### src/rtl/decode_pkg.sv
// Shared opcode encodings, issue FSM states and the default-width decoded-field
// record for the decode/issue stage.
package decode_pkg;

    localparam logic [3:0] OP_FILL = 4'b0110;
    localparam logic [3:0] OP_BRZ  = 4'b1001;
    localparam logic [3:0] OP_JMP  = 4'b1010;
    localparam logic [3:0] OP_ST   = 4'b1011;
    localparam logic [3:0] OP_LD   = 4'b1100;
    localparam logic [3:0] OP_NOP  = 4'b1101;

    typedef enum logic {
        RUN   = 1'b0,
        FLUSH = 1'b1
    } state_t;

    localparam int unsigned DEF_WIDTH_VECTOR = 8;
    localparam int unsigned DEF_WA_RF        = 8;
    localparam int unsigned DEF_WIDTH_OPCODE = 4;
    localparam int unsigned DEF_WIDTH_JDATA  = 24;
    localparam int unsigned DEF_WA_MEM_SIGN  = 20;

    // Default-width view; modules build the same layout from their own parameters.
    typedef struct packed {
        logic [DEF_WIDTH_OPCODE-1:0] opcode;
        logic [DEF_WA_RF-1:0]        addr_rega;
        logic [DEF_WA_RF-1:0]        addr_regb;
        logic [DEF_WA_MEM_SIGN-1:0]  mem_addr;
        logic [DEF_WIDTH_JDATA-1:0]  jdata;
        logic [DEF_WIDTH_VECTOR-1:0] data_imm;
        logic [DEF_WIDTH_VECTOR-1:0] we_rf;
        logic                        mem_we;
        logic                        mem_alu;
    } dec_fields_t;

endpackage

### src/rtl/instr_field_decode.sv
// Combinational instruction slicing plus the per-opcode write-enable and
// memory-direction rules, evaluated ahead of the execute register.
module instr_field_decode
    import decode_pkg::*;
#(
    parameter int unsigned WIDTH_INSTR  = 32,
    parameter int unsigned WIDTH_VECTOR = 8,
    parameter int unsigned WA_RF        = 8,
    parameter int unsigned WIDTH_OPCODE = 4,
    parameter int unsigned WIDTH_JDATA  = 24,
    parameter int unsigned WA_MEM_SIGN  = 20
) (
    input  logic [WIDTH_INSTR-1:0]  instr,
    output logic [WIDTH_OPCODE-1:0] opcode,
    output logic [WA_RF-1:0]        addr_rega,
    output logic [WA_RF-1:0]        addr_regb,
    output logic [WA_MEM_SIGN-1:0]  mem_addr,
    output logic [WIDTH_JDATA-1:0]  jdata,
    output logic [WIDTH_VECTOR-1:0] data_imm,
    output logic [WIDTH_VECTOR-1:0] we_rf,
    output logic                    mem_we,
    output logic                    mem_alu
);

    localparam logic [WIDTH_OPCODE-1:0] C_FILL = WIDTH_OPCODE'(OP_FILL);
    localparam logic [WIDTH_OPCODE-1:0] C_BRZ  = WIDTH_OPCODE'(OP_BRZ);
    localparam logic [WIDTH_OPCODE-1:0] C_JMP  = WIDTH_OPCODE'(OP_JMP);
    localparam logic [WIDTH_OPCODE-1:0] C_ST   = WIDTH_OPCODE'(OP_ST);
    localparam logic [WIDTH_OPCODE-1:0] C_LD   = WIDTH_OPCODE'(OP_LD);
    localparam logic [WIDTH_OPCODE-1:0] C_NOP  = WIDTH_OPCODE'(OP_NOP);

    assign opcode    = instr[WIDTH_INSTR-1 -: WIDTH_OPCODE];
    assign addr_rega = instr[WIDTH_INSTR-WIDTH_OPCODE-1 -: WA_RF];
    assign addr_regb = instr[WIDTH_INSTR-WIDTH_OPCODE-WA_RF-1 -: WA_RF];
    assign mem_addr  = instr[WA_MEM_SIGN-1:0];
    assign jdata     = instr[WIDTH_JDATA-1:0];
    assign data_imm  = instr[WIDTH_VECTOR-1:0];

    assign mem_we  = (opcode == C_ST);
    assign mem_alu = (opcode == C_LD);

    always_comb begin
        we_rf = data_imm;
        case (opcode)
            C_FILL:               we_rf = '1;
            C_BRZ, C_JMP, C_NOP:  we_rf = '0;
            default:              we_rf = data_imm;
        endcase
    end

endmodule

### src/rtl/decode_issue_stage.sv
// Registered decode/issue stage: valid/ready intake, execute register, branch
// resolution with wrong-path squash, and load/store acknowledge stall.
module decode_issue_stage
    import decode_pkg::*;
#(
    parameter int unsigned WIDTH_INSTR  = 32,
    parameter int unsigned WIDTH_VECTOR = 8,
    parameter int unsigned WA_RF        = 8,
    parameter int unsigned WIDTH_OPCODE = 4,
    parameter int unsigned WIDTH_JDATA  = 24,
    parameter int unsigned WA_MEM_SIGN  = 20,
    parameter int unsigned FLUSH_CYCLES = 2
) (
    input  logic                    clk,
    input  logic                    rst_n,
    input  logic [WIDTH_INSTR-1:0]  instr,
    input  logic                    instr_valid,
    output logic                    instr_ready,
    input  logic                    zero,
    input  logic                    mem_ack,
    input  logic                    ext_flush,
    output logic                    dec_valid,
    output logic [WIDTH_OPCODE-1:0] opcode,
    output logic [WA_RF-1:0]        addr_rega,
    output logic [WA_RF-1:0]        addr_regb,
    output logic [WA_MEM_SIGN-1:0]  mem_addr,
    output logic [WIDTH_JDATA-1:0]  jdata,
    output logic [WIDTH_VECTOR-1:0] data_imm,
    output logic [WIDTH_VECTOR-1:0] we_rf,
    output logic                    mem_we,
    output logic                    mem_alu,
    output logic                    mem_req,
    output logic                    jump
);

    // Counter is kept at least one bit wide so FLUSH_CYCLES = 0 still elaborates.
    localparam int unsigned CW = (FLUSH_CYCLES > 0) ? $clog2(FLUSH_CYCLES + 1) : 1;
    localparam logic [WIDTH_OPCODE-1:0] C_BRZ = WIDTH_OPCODE'(OP_BRZ);
    localparam logic [WIDTH_OPCODE-1:0] C_JMP = WIDTH_OPCODE'(OP_JMP);

    typedef struct packed {
        logic [WIDTH_OPCODE-1:0] opcode;
        logic [WA_RF-1:0]        addr_rega;
        logic [WA_RF-1:0]        addr_regb;
        logic [WA_MEM_SIGN-1:0]  mem_addr;
        logic [WIDTH_JDATA-1:0]  jdata;
        logic [WIDTH_VECTOR-1:0] data_imm;
        logic [WIDTH_VECTOR-1:0] we_rf;
        logic                    mem_we;
        logic                    mem_alu;
    } exec_t;

    exec_t          d_fields;
    exec_t          ex_q;
    logic           valid_q;
    state_t         state_q;
    logic [CW-1:0]  cnt_q;
    logic           stall;
    logic           accept;

    instr_field_decode #(
        .WIDTH_INSTR  (WIDTH_INSTR),
        .WIDTH_VECTOR (WIDTH_VECTOR),
        .WA_RF        (WA_RF),
        .WIDTH_OPCODE (WIDTH_OPCODE),
        .WIDTH_JDATA  (WIDTH_JDATA),
        .WA_MEM_SIGN  (WA_MEM_SIGN)
    ) u_decode (
        .instr     (instr),
        .opcode    (d_fields.opcode),
        .addr_rega (d_fields.addr_rega),
        .addr_regb (d_fields.addr_regb),
        .mem_addr  (d_fields.mem_addr),
        .jdata     (d_fields.jdata),
        .data_imm  (d_fields.data_imm),
        .we_rf     (d_fields.we_rf),
        .mem_we    (d_fields.mem_we),
        .mem_alu   (d_fields.mem_alu)
    );

    assign jump        = valid_q & ((ex_q.opcode == C_JMP) | ((ex_q.opcode == C_BRZ) & zero));
    assign mem_req     = valid_q & (ex_q.mem_we | ex_q.mem_alu);
    assign stall       = mem_req & ~mem_ack;
    assign instr_ready = ~stall;
    assign accept      = instr_valid & instr_ready & ~jump & ~ext_flush & (state_q == RUN);

    assign dec_valid = valid_q;
    assign opcode    = ex_q.opcode;
    assign addr_rega = ex_q.addr_rega;
    assign addr_regb = ex_q.addr_regb;
    assign mem_addr  = ex_q.mem_addr;
    assign jdata     = ex_q.jdata;
    assign data_imm  = ex_q.data_imm;
    assign we_rf     = valid_q ? ex_q.we_rf : '0;
    assign mem_we    = valid_q & ex_q.mem_we;
    assign mem_alu   = valid_q & ex_q.mem_alu;

    always_ff @(posedge clk or negedge rst_n) begin
        if (!rst_n) begin
            ex_q    <= '0;
            valid_q <= 1'b0;
            state_q <= RUN;
            cnt_q   <= '0;
        end else if (ext_flush || jump) begin
            valid_q <= 1'b0;
            cnt_q   <= CW'(FLUSH_CYCLES);
            state_q <= (FLUSH_CYCLES > 0) ? FLUSH : RUN;
        end else begin
            if (accept) begin
                ex_q    <= d_fields;
                valid_q <= 1'b1;
            end else if (!stall) begin
                valid_q <= 1'b0;
            end
            // Each wrong-path fetch consumes one squash slot.
            if (state_q == FLUSH && instr_valid) begin
                if (cnt_q <= CW'(1)) begin
                    cnt_q   <= '0;
                    state_q <= RUN;
                end else begin
                    cnt_q <= cnt_q - CW'(1);
                end
            end
        end
    end

endmodule

### config.mk
export PLATFORM = sky130hd
export DESIGN_NAME = decode_issue_stage
export DESIGN_NICKNAME = d
export VERILOG_FILES = /design/src/rtl/decode_pkg.sv /design/src/rtl/instr_field_decode.sv /design/src/rtl/decode_issue_stage.sv
export SDC_FILE = /design/constraint.sdc
export NUM_CORES = 1
export LEC_CHECK = 0
export CAP_MARGIN = 15
export CORE_MARGIN = 8
export CORE_UTILIZATION = 41
export CTS_CLUSTER_SIZE = 10
export DETAILED_ROUTE_END_ITERATION = 6
export GPL_TIMING_DRIVEN = 1
export PLACE_DENSITY = 0.8
export SLEW_MARGIN = 20
export SYNTH_ARGS = -nofsm -noshare
export SYNTH_HDL_FRONTEND = slang
export SYNTH_SLANG_ARGS = --single-unit
### constraint.sdc
create_clock -name clk -period 2.1 [get_ports clk]
set_input_delay 0.525 -clock clk [delete_from_list [all_inputs] [get_ports clk]]
set_output_delay 0.525 -clock clk [all_outputs]
set_load 0.005 [all_outputs]
==> run metrics, run 1 <==
outcome completed; sw frac around 26%; synth unique cells 24; FF+latch area between 1000 and 1500 um2; CP Launch Type input pin; gr usage total between 10% and 20%; Post-synth top flop dfrtp_1; P_leak roughly 1.6 nW; Reg power frac between 30% and 40%; Clock H-tree levels 2; Syn Area/Cell roughly 12 um2; Ys Warns 0; endpoints failing setup 0; final hold slack 0.230 ns; die width between 90 and 100 um; hpwl dp about 4.7 mm; Multi-input gate area 842 um2; worst-margin pin slew 0.579 ns; Synth Register Bits 46; Slowest-stage cell, CP clkdlybuf4s50_1; Final Util approximately three fifths; DRC Markers 0; n_diodes 0; Die Span Y 95.6 um; largest net degree at the start of global routing 31; clock-pin slew of the registers on the worst-case setup and hold paths 0.08 ns; HP Class input pin to async pin; clock sink total 46; Final period util between 90% and 100%; critical path type input pin to flop; wire per inst 17.0 um; gp weighted congestion approximately 0.70; antenna violations before repair 0; critical path's largest stage delay between 0.4 and 0.5 ns; Synth Instances 222; CP Max Fanout 7; total gr overflow 0; delay-heaviest family, CP buffers and inverters; worst endpoint required time approximately 2.3 ns; Final Hold Vio Count 0; Initial DRC Count 17; vias per std cell 4.75; VDD IR-drop max around 0.46 mV; fmax approximately 0.48 GHz; Post-Syn Nets 260; minimum clock period about 2.1 ns; Comb power frac a little over two fifths; clock share of power 17.6%; nets 332; FFs w/ async S/R, synth 100%; Worst Skew roughly 0.0067 ns; Slew headroom 61.2%; routed vias 1767; P_sw ~0.88 mW; first-pass GRT wire length roughly 9 mm; Max-Cap Viols 0; clock latency on the worst-skew pair about 0.28 ns; register area share after synthesis between 40% and 50%; DRT Pass-1 Iters 4; Syn-to-layout area delta 41.5%; CTS Buffer Depth 2; Core Rows 29; EDFF count, synth 0; Final Max Slew Viols 0; Core ar. between 6000 and 7000 um2; TritonCTS Buffers 5; Initial Util roughly two fifths; Tot Pwr between 3 and 4 mW; fraction of layout cells with a size suffix above 1 between 20% and 30%; number of global-route vias before repair ~1900; crit path capture type flop; internal power between 2 and 3 mW; IO Port Bufs around 120; full die area between 9000 and 10000 um2; Ports 124; Bufs and invs on worst path 4; clk root buf clkbuf_8; antenna-violating nets left 0; critical-path cell list clkdlybuf4s50_1 -> inv_1 -> o211a_1 -> a2111oi_4 -> buf_6 -> clkbuf_16 -> mux2_2; pwr dens about 940 nW/um2; CP arrival approximately 2.3 ns; drt total wl 6.31 mm; CTS tree done; Fillers 527; Mapped Area roughly 2600 um2
-- cell usage after synthesis, types with 2 or more instances --
master	number	share of area [%]
buf_4	72	21
a21oi_1	3	0.58
and2_1	11	2.6
buf_6	4	1.7
clkbuf_1	3	0.43
a22o_1	8	2.7
a21o_1	9	2.6
nor2_1	2	0.29
o21ai_0	3	0.58
inv_1	4	0.58
mux2_1	3	1.3
nand2_1	4	0.58
mux2_2	39	17
dfrtp_1	46	44
nor3b_1	2	0.58
-- path summary, 6_finish.rpt --
check                           from      endpoint  slack [ns]  depth (start not counted)
max                          mem_ack     jdata[19]        0.01                          7
min                            rst_n  addr_rega[2]        0.23                          1
max reg2reg                dec_valid     jdata[19]        0.05                          8
min reg2reg                  ex_q[2]       ex_q[2]        0.51                          1
max in group asynchronous      rst_n       ex_q[6]        1.34                          2
min in group clk             ex_q[2]       ex_q[2]        0.51                          1
-- cell families after synthesis --
family	count (synthesis)	synth area share, %
AO/OA/AOI/OAI	26	8.23
buffers and inverters	83	23.5
multiplexers	42	18.2
flip-flops	46	44.3
AND/OR/NAND/NOR	25	5.78
-- final cells by class --
class	count	area share [%]
clock buffers	8	2.99
repair buffers	144	39.8
flip-flops and latches	46	31.3
well taps	77	2.62
multi-input cells	93	22.9
inverters	4	0.408
-- stage by stage --
| stage | setup slack, ns | cells | setup TNS (ns) | instance area (um2) |
|---|---|---|---|---|
| floorplan | 0.188 | 222 | 0 | 2600 |
| global placement | -0.275 | 356 | -11.74 | 3450 |
| detailed placement | -0.319 | 356 | -12.68 | 3450 |
| CTS | -0.00946 | 368 | -0.0190 | 3590 |
| global route | -0.0174 | 372 | -0.222 | 3680 |
| finish | 0.0100 | 372 | 0 | 3680 |
-- power groups by stage --
stage / Combinational (mW) / Sequential (mW) / Clock (mW)
floorplan: 1.02 / 1.33 / 0
global placement: 1.47 / 1.36 / 0
detailed placement: 1.50 / 1.39 / 0
CTS: 1.52 / 1.37 / 0.635
global route: 1.59 / 1.41 / 0.664
finish: 1.49 / 1.36 / 0.608
-- flip-flops by register name, indices dropped and copies added (netlist names) --
| name | flops |
|---|---|
| dec_valid | 1 |
| jdata | 1 |
| addr_regb | 7 |
| cnt_q | 2 |
| ex_q | 10 |
| opcode | 4 |
| addr_rega | 8 |
| state_q | 1 |
| mem_addr | 12 |
-- metal layers --
| layer | wire length, um | track usage [%] | vias to the layer above |
|---|---|---|---|
| met2 | 3350 | 23.6 | 64 |
| li1 | - | - | 821 |
| met3 | 475 | 3.07 | 2 |
| met5 | 0 | 0 | - |
| met4 | 21 | 2.94 | 0 |
| met1 | 2470 | 14.1 | 880 |
-- layout by cell type, fill, tap and decap left out, types with 4 or more instances in the layout --
cell,count
a21o_1,9
inv_1,4
dlygate4sd2_1,8
buf_6,4
a22o_1,8
mux2_2,39
and2_1,11
dfrtp_1,45
clkdlybuf4s50_1,112
buf_4,12
nand2_1,4
clkbuf_8,8
-- what timing repair did --
item	CTS	global route
pin swaps	1	2
gates resized for setup	10	6
setup endpoints to repair	12	44
buffers inserted	4	1
gates cloned	0	3
hold buffers	0	0
(Power assumes the default switching activity.)
==> run 2: changes to the inputs <==
Settings changed: CORE_ASPECT_RATIO set to 0.75, MAX_ROUTING_LAYER set to met4.
==> run 2 against run 1 <==
Effect of this change: routed wire length rose by 9.7%; clock-buffer cell count fell by 1; combinational power increased by 6%; final cell count increased by 1.1%; clock skew increased by 0.0020 ns; cell area rose by 3.1%; sequential share of layout area decreased by 0.93 points; non-clock buffer count up 1; clock power fell by 16%; utilization is 2.0 points higher; register-to-register slack improved by 0.03 ns; hold slack lost 0.026 ns; largest cell class unchanged; largest power group unchanged.
==> run metrics, run 2 (synthesis results as in run 1) <==
outcome completed; routed vias ~1800; crit path capture type output port; DRC Markers 0; gr usage total 13.7%; antenna-violating nets left 0; HP Class input pin to async pin; reg2reg setup slack about 0.08 ns; Fillers ~520; worst endpoint required time approximately 1.6 ns; IO Port Bufs 123; clk root buf clkbuf_8; worst-margin pin slew around 0.54 ns; most frequent cells in the layout 114 x clkdlybuf4s50_1, 45 x dfrtp_1, 21 x mux2_2, 20 x mux2_4; n_diodes 0; CTS tree done; pwr dens approximately 900 nW/um2; largest net degree at the start of global routing 25; delay-heaviest family, CP buffers and inverters; CP arrival about 1.5 ns; DRT Pass-1 Iters 4; gp weighted congestion 0.780; reg2reg end mem_addr[9]; Slowest-stage cell, CP clkdlybuf4s50_1; critical-path cell list buf_4 -> and2_1 -> clkdlybuf4s50_1; Core Rows 25; Final period util between 90% and 100%; fraction of layout cells with a size suffix above 1 25.1%; CP Launch Type flop; Largest register FFs 12; worst flop-to-flop path startpoint dec_valid; vias per std cell 4.76; critical path type flop to output port; Die Span Y around 85 um; hpwl dp around 4.7 mm; fmax 0.491 GHz; final hold slack approximately 0.20 ns; Final Util between 60% and 70%; die width roughly 110 um; Place WS -0.355 ns; Slew headroom a little under two thirds; clock sink total 46; crit path from dec_valid; critical path's largest stage delay between 0.5 and 0.6 ns; Critical Path End we_rf[4]; minimum clock period just over 2 ns; total gr overflow 0; CTS Buffer Depth 2; Max-Cap Viols 0; CTS Hold Bufs 0; Syn-to-layout area delta 45.9%; Final Hold Vio Count 0; Initial Util approximately two fifths; number of global-route vias before repair between 1500 and 2000; Tot Pwr 3.46 mW; Crit path depth 3; Worst Skew approximately 0.0086 ns; TritonCTS Buffers 5; full die area just over 9000 um2; clock-pin slew of the registers on the worst-case setup and hold paths 0.09 ns; Clock H-tree levels 2; Ports between 100 and 150; VDD IR-drop max about 0.38 mV; clock latency on the worst-skew pair 0.29 ns; FF-to-FF path depth 8; Bufs and invs on worst path 2; Final Worst Setup Slack 0.0624 ns; Initial DRC Count 24; commonest non-fill, non-tap cell in the layout clkdlybuf4s50_1; drt total wl a little under 7 mm; antenna violations before repair 0; P_leak between 1.5 and 2 nW; nets roughly 330; endpoints failing setup 0; placed insts about 360; wire per inst ~18 um; Core ar. ~6200 um2; first-pass GRT wire length about 9.8 mm; RSZ-0062 raised after global routing no; Final Max Slew Viols 0; Post-Layout Cell Count between 300 and 400; CP Max Fanout 8
==> run 2: layer usage <==
metal	vias to the layer above	routed length (um)	global-route usage (%)
li1	825	-	-
met1	883	2910	15.0
met2	76	3430	23.4
met3	5	551	4.62
met4	0	38	3.52
met5	-	0	-
==> run 2: how the worst min path moves through the flow <==
stage	from	end	depth (start not counted)
after floorplan	rst_n	addr_rega[0]	0
after global routing	rst_n	mem_addr[1]	1
after global placement	ex_q[8]	ex_q[8]	1
after CTS	rst_n	mem_addr[4]	1
final	rst_n	mem_addr[4]	1
after detailed placement	ex_q[2]	ex_q[2]	1
==> run 2: final cells by class <==
cell class | instances | area [um2] | area share, %
Timing Repair Buffer | 145 | 1530 | 40.3
Sequential cell | 46 | 1150 | 30.4
Multi-Input combinational cell | 93 | 917 | 24.2
Tap cell | 81 | 101 | 2.67
Clock buffer | 7 | 76.3 | 2.01
Inverter | 4 | 15.0 | 0.396
==> run 2: timing repair <==
action,CTS,global route
resized for setup,4,29
buffers inserted,3,1
pin swaps,1,1
gates cloned,1,6
setup endpoints to repair,46,52
==> run 2: worst reg2reg max path: stages, from the launching register on <==
cell and delay [ns]:
dfrtp_2 0.45, buf_6 0.12, nand2_1 0.06, nor2_1 0.05, buf_4 0.15, a2111oi_4 0.34
buf_6 0.24, clkbuf_16 0.19, mux2_4 0.30
==> run 2: through the flow <==
step | TNS, ns | cell area, um2
after floorplan | 0 | 2600
after global placement | -13.23 | 3440
after detailed placement | -14.62 | 3440
after CTS | -0.151 | 3560
after global routing | 0 | 3790
final | 0 | 3790
==> run 2: power breakdown <==
part | internal [mW] | leakage [nW] | switching, mW
sequential | 1.16 | 0.559 | 0.215
clock | 0.230 | 0.0383 | 0.280
combinational | 1.16 | 1.13 | 0.420
total | 2.54 | 1.73 | 0.915
==> run 3: changes to the inputs <==
Settings changed: ABC_CLOCK_PERIOD_IN_PS set to 2100, CELL_PAD_IN_SITES_DETAIL_PLACEMENT set to 0, CELL_PAD_IN_SITES_GLOBAL_PLACEMENT set to 1, CORE_UTILIZATION 41 to 31, PLACE_DENSITY 0.8 to unset, PLACE_DENSITY_LB_ADDON set to 0.1.
==> run 3 against run 2 <==
Effect of this change: routed wire length fell by 3.7%; cell area decreased by 0.36%; critical path depth up 4; utilization is 15 points lower; hold slack worse by 0.021 ns; first-iteration DRC count down 33%; register-to-register slack improved by 0.09 ns; critical path type is now input pin to flop; largest cell class unchanged; largest power group unchanged.
==> run metrics, run 3 (synthesis results as in run 1) <==
Final Max Slew Viols 0; Multi-input gate area ~890 um2; Slowest-stage cell, CP clkdlybuf4s50_1; CP Max Fanout 6; Final Hold Vio Count 0; die width 122 um; DRT Pass-1 Iters 4; antenna violations before repair 0; delay-heaviest family, CP buffers and inverters; gr usage total around an eighth; Initial Util 31.3%; vias per std cell 4.29; HP Class input pin to async pin; Core ar. 8310 um2; antenna-violating nets left 0; TritonCTS Buffers 5; Design Area, Final ~3800 um2; most frequent cells in the layout 112 x clkdlybuf4s50_1, 45 x dfrtp_1, 29 x mux2_2, 13 x buf_4, 11 x and2_1; CP Launch Type input pin; fmax about 0.49 GHz; n_diodes 0; fraction of layout cells with a size suffix above 1 roughly a quarter; clk root buf clkbuf_8; Initial DRC Count 16; CTS tree done; Core Rows 29; critical path type input pin to flop; routed vias about 1700; final hold slack 0.184 ns; Fillers a little over 800; Slew headroom roughly three fifths; largest net degree at the start of global routing 29; Crit path depth 7; placed inst area about 3500 um2; Bufs and invs on worst path 4; crit path capture type flop; CTS Buffer Depth 2; Syn-to-layout area delta 45.3%; number of global-route vias before repair roughly 1900; worst endpoint required time between 2 and 2.5 ns; P_leak 1.69 nW; commonest non-fill, non-tap cell in the layout clkdlybuf4s50_1; Final period util slightly below 100%; DRC Markers 0; FF-to-FF path depth 7; wire per inst 16.5 um; nets 333; clock-pin slew of the registers on the worst-case setup and hold paths approximately 0.09 ns; Worst Skew around 0.0093 ns; drt total wl between 6 and 7 mm; hpwl dp around 4.8 mm; endpoints failing setup 0; first-pass GRT wire length between 10 and 15 mm; Ports between 100 and 150; minimum clock period about 2.0 ns; gp weighted congestion 0.666; total gr overflow 0; CTS Hold Bufs 0; Clock H-tree levels 2; pwr dens roughly 910 nW/um2; VDD IR-drop max 0.360 mV; full die area 11600 um2; CP arrival about 2.2 ns; outcome completed; RSZ-0062 raised after global routing yes; placed insts 387; IO Port Bufs between 100 and 150; FF+latch area roughly 1200 um2; worst-margin pin slew approximately 0.57 ns; Post-Layout Cell Count 404; critical-path cell list clkdlybuf4s50_1 -> inv_1 -> o211a_4 -> a2111oi_4 -> buf_6 -> clkbuf_16 -> mux2_2; clock latency on the worst-skew pair roughly 0.30 ns; Largest register FFs 12; Die Span Y 95.3 um; Max-Cap Viols 0; critical path's largest stage delay approximately 0.45 ns; setup TNS 0 ns; clock sink total 46
[run 3: cell types whose count changed in the layout (fill, tap and decap cells not counted), sizes merged]
cell,change
dlygate4sd2,+4
buf,+2
clkbuf,-2
clkdlybuf4s50,-2
dlymetal6s2s,-2
clkinv,+1
[run 3: final timing paths]
kind | from | to | slack (ns)
worst min register to register | ex_q[7] | ex_q[7] | 0.50
worst min-delay path | rst_n | mem_addr[11] | 0.18
worst max register to register | dec_valid | ex_q[2] | 0.17
max in group asynchronous | rst_n | ex_q[2] | 1.39
min in group clk | ex_q[7] | ex_q[7] | 0.50
worst max-delay path | mem_ack | ex_q[2] | 0.05
[run 3: area by class of cell]
type,count,area share [%]
Timing Repair Buffer,145,39.5
Sequential cell,46,30.5
Multi-Input combinational cell,93,23.6
Tap cell,108,3.58
Clock buffer,7,2.28
Inverter,4,0.397
Clock inverter,1,0.132
[run 3: what timing repair did]
action	4_1_cts	5_1_grt
gates resized for setup	10	22
setup buffers	6	1
pin swaps	1	2
endpoints found under the setup margin	50	44
gates cloned	1	2
[run 3: metal layers]
metal	vias up	share of wire, %	track usage, %
met2	67	44	17.1
met5	-	0	-
met3	6	7.2	3.91
met4	0	0.64	3.07
met1	836	48	15.3
li1	824	-	-
[run 3: through the flow]
stage	utilization, %	total power, mW	setup WS, ns
finish	45.5	3.46	0.0521
global route	45.5	3.70	-0.0131
CTS	43.9	3.47	-0.00339
detailed placement	42.0	2.87	-0.342
global placement	42.0	2.85	-0.297
floorplan	-	2.35	0.188
[run 3: where the power goes]
group	switching, mW	leakage (nW)	internal (mW)
Clock	0.295	0.0482	0.266
Combinational	0.405	1.09	1.13
Sequential	0.208	0.559	1.16
Total	0.909	1.69	2.55
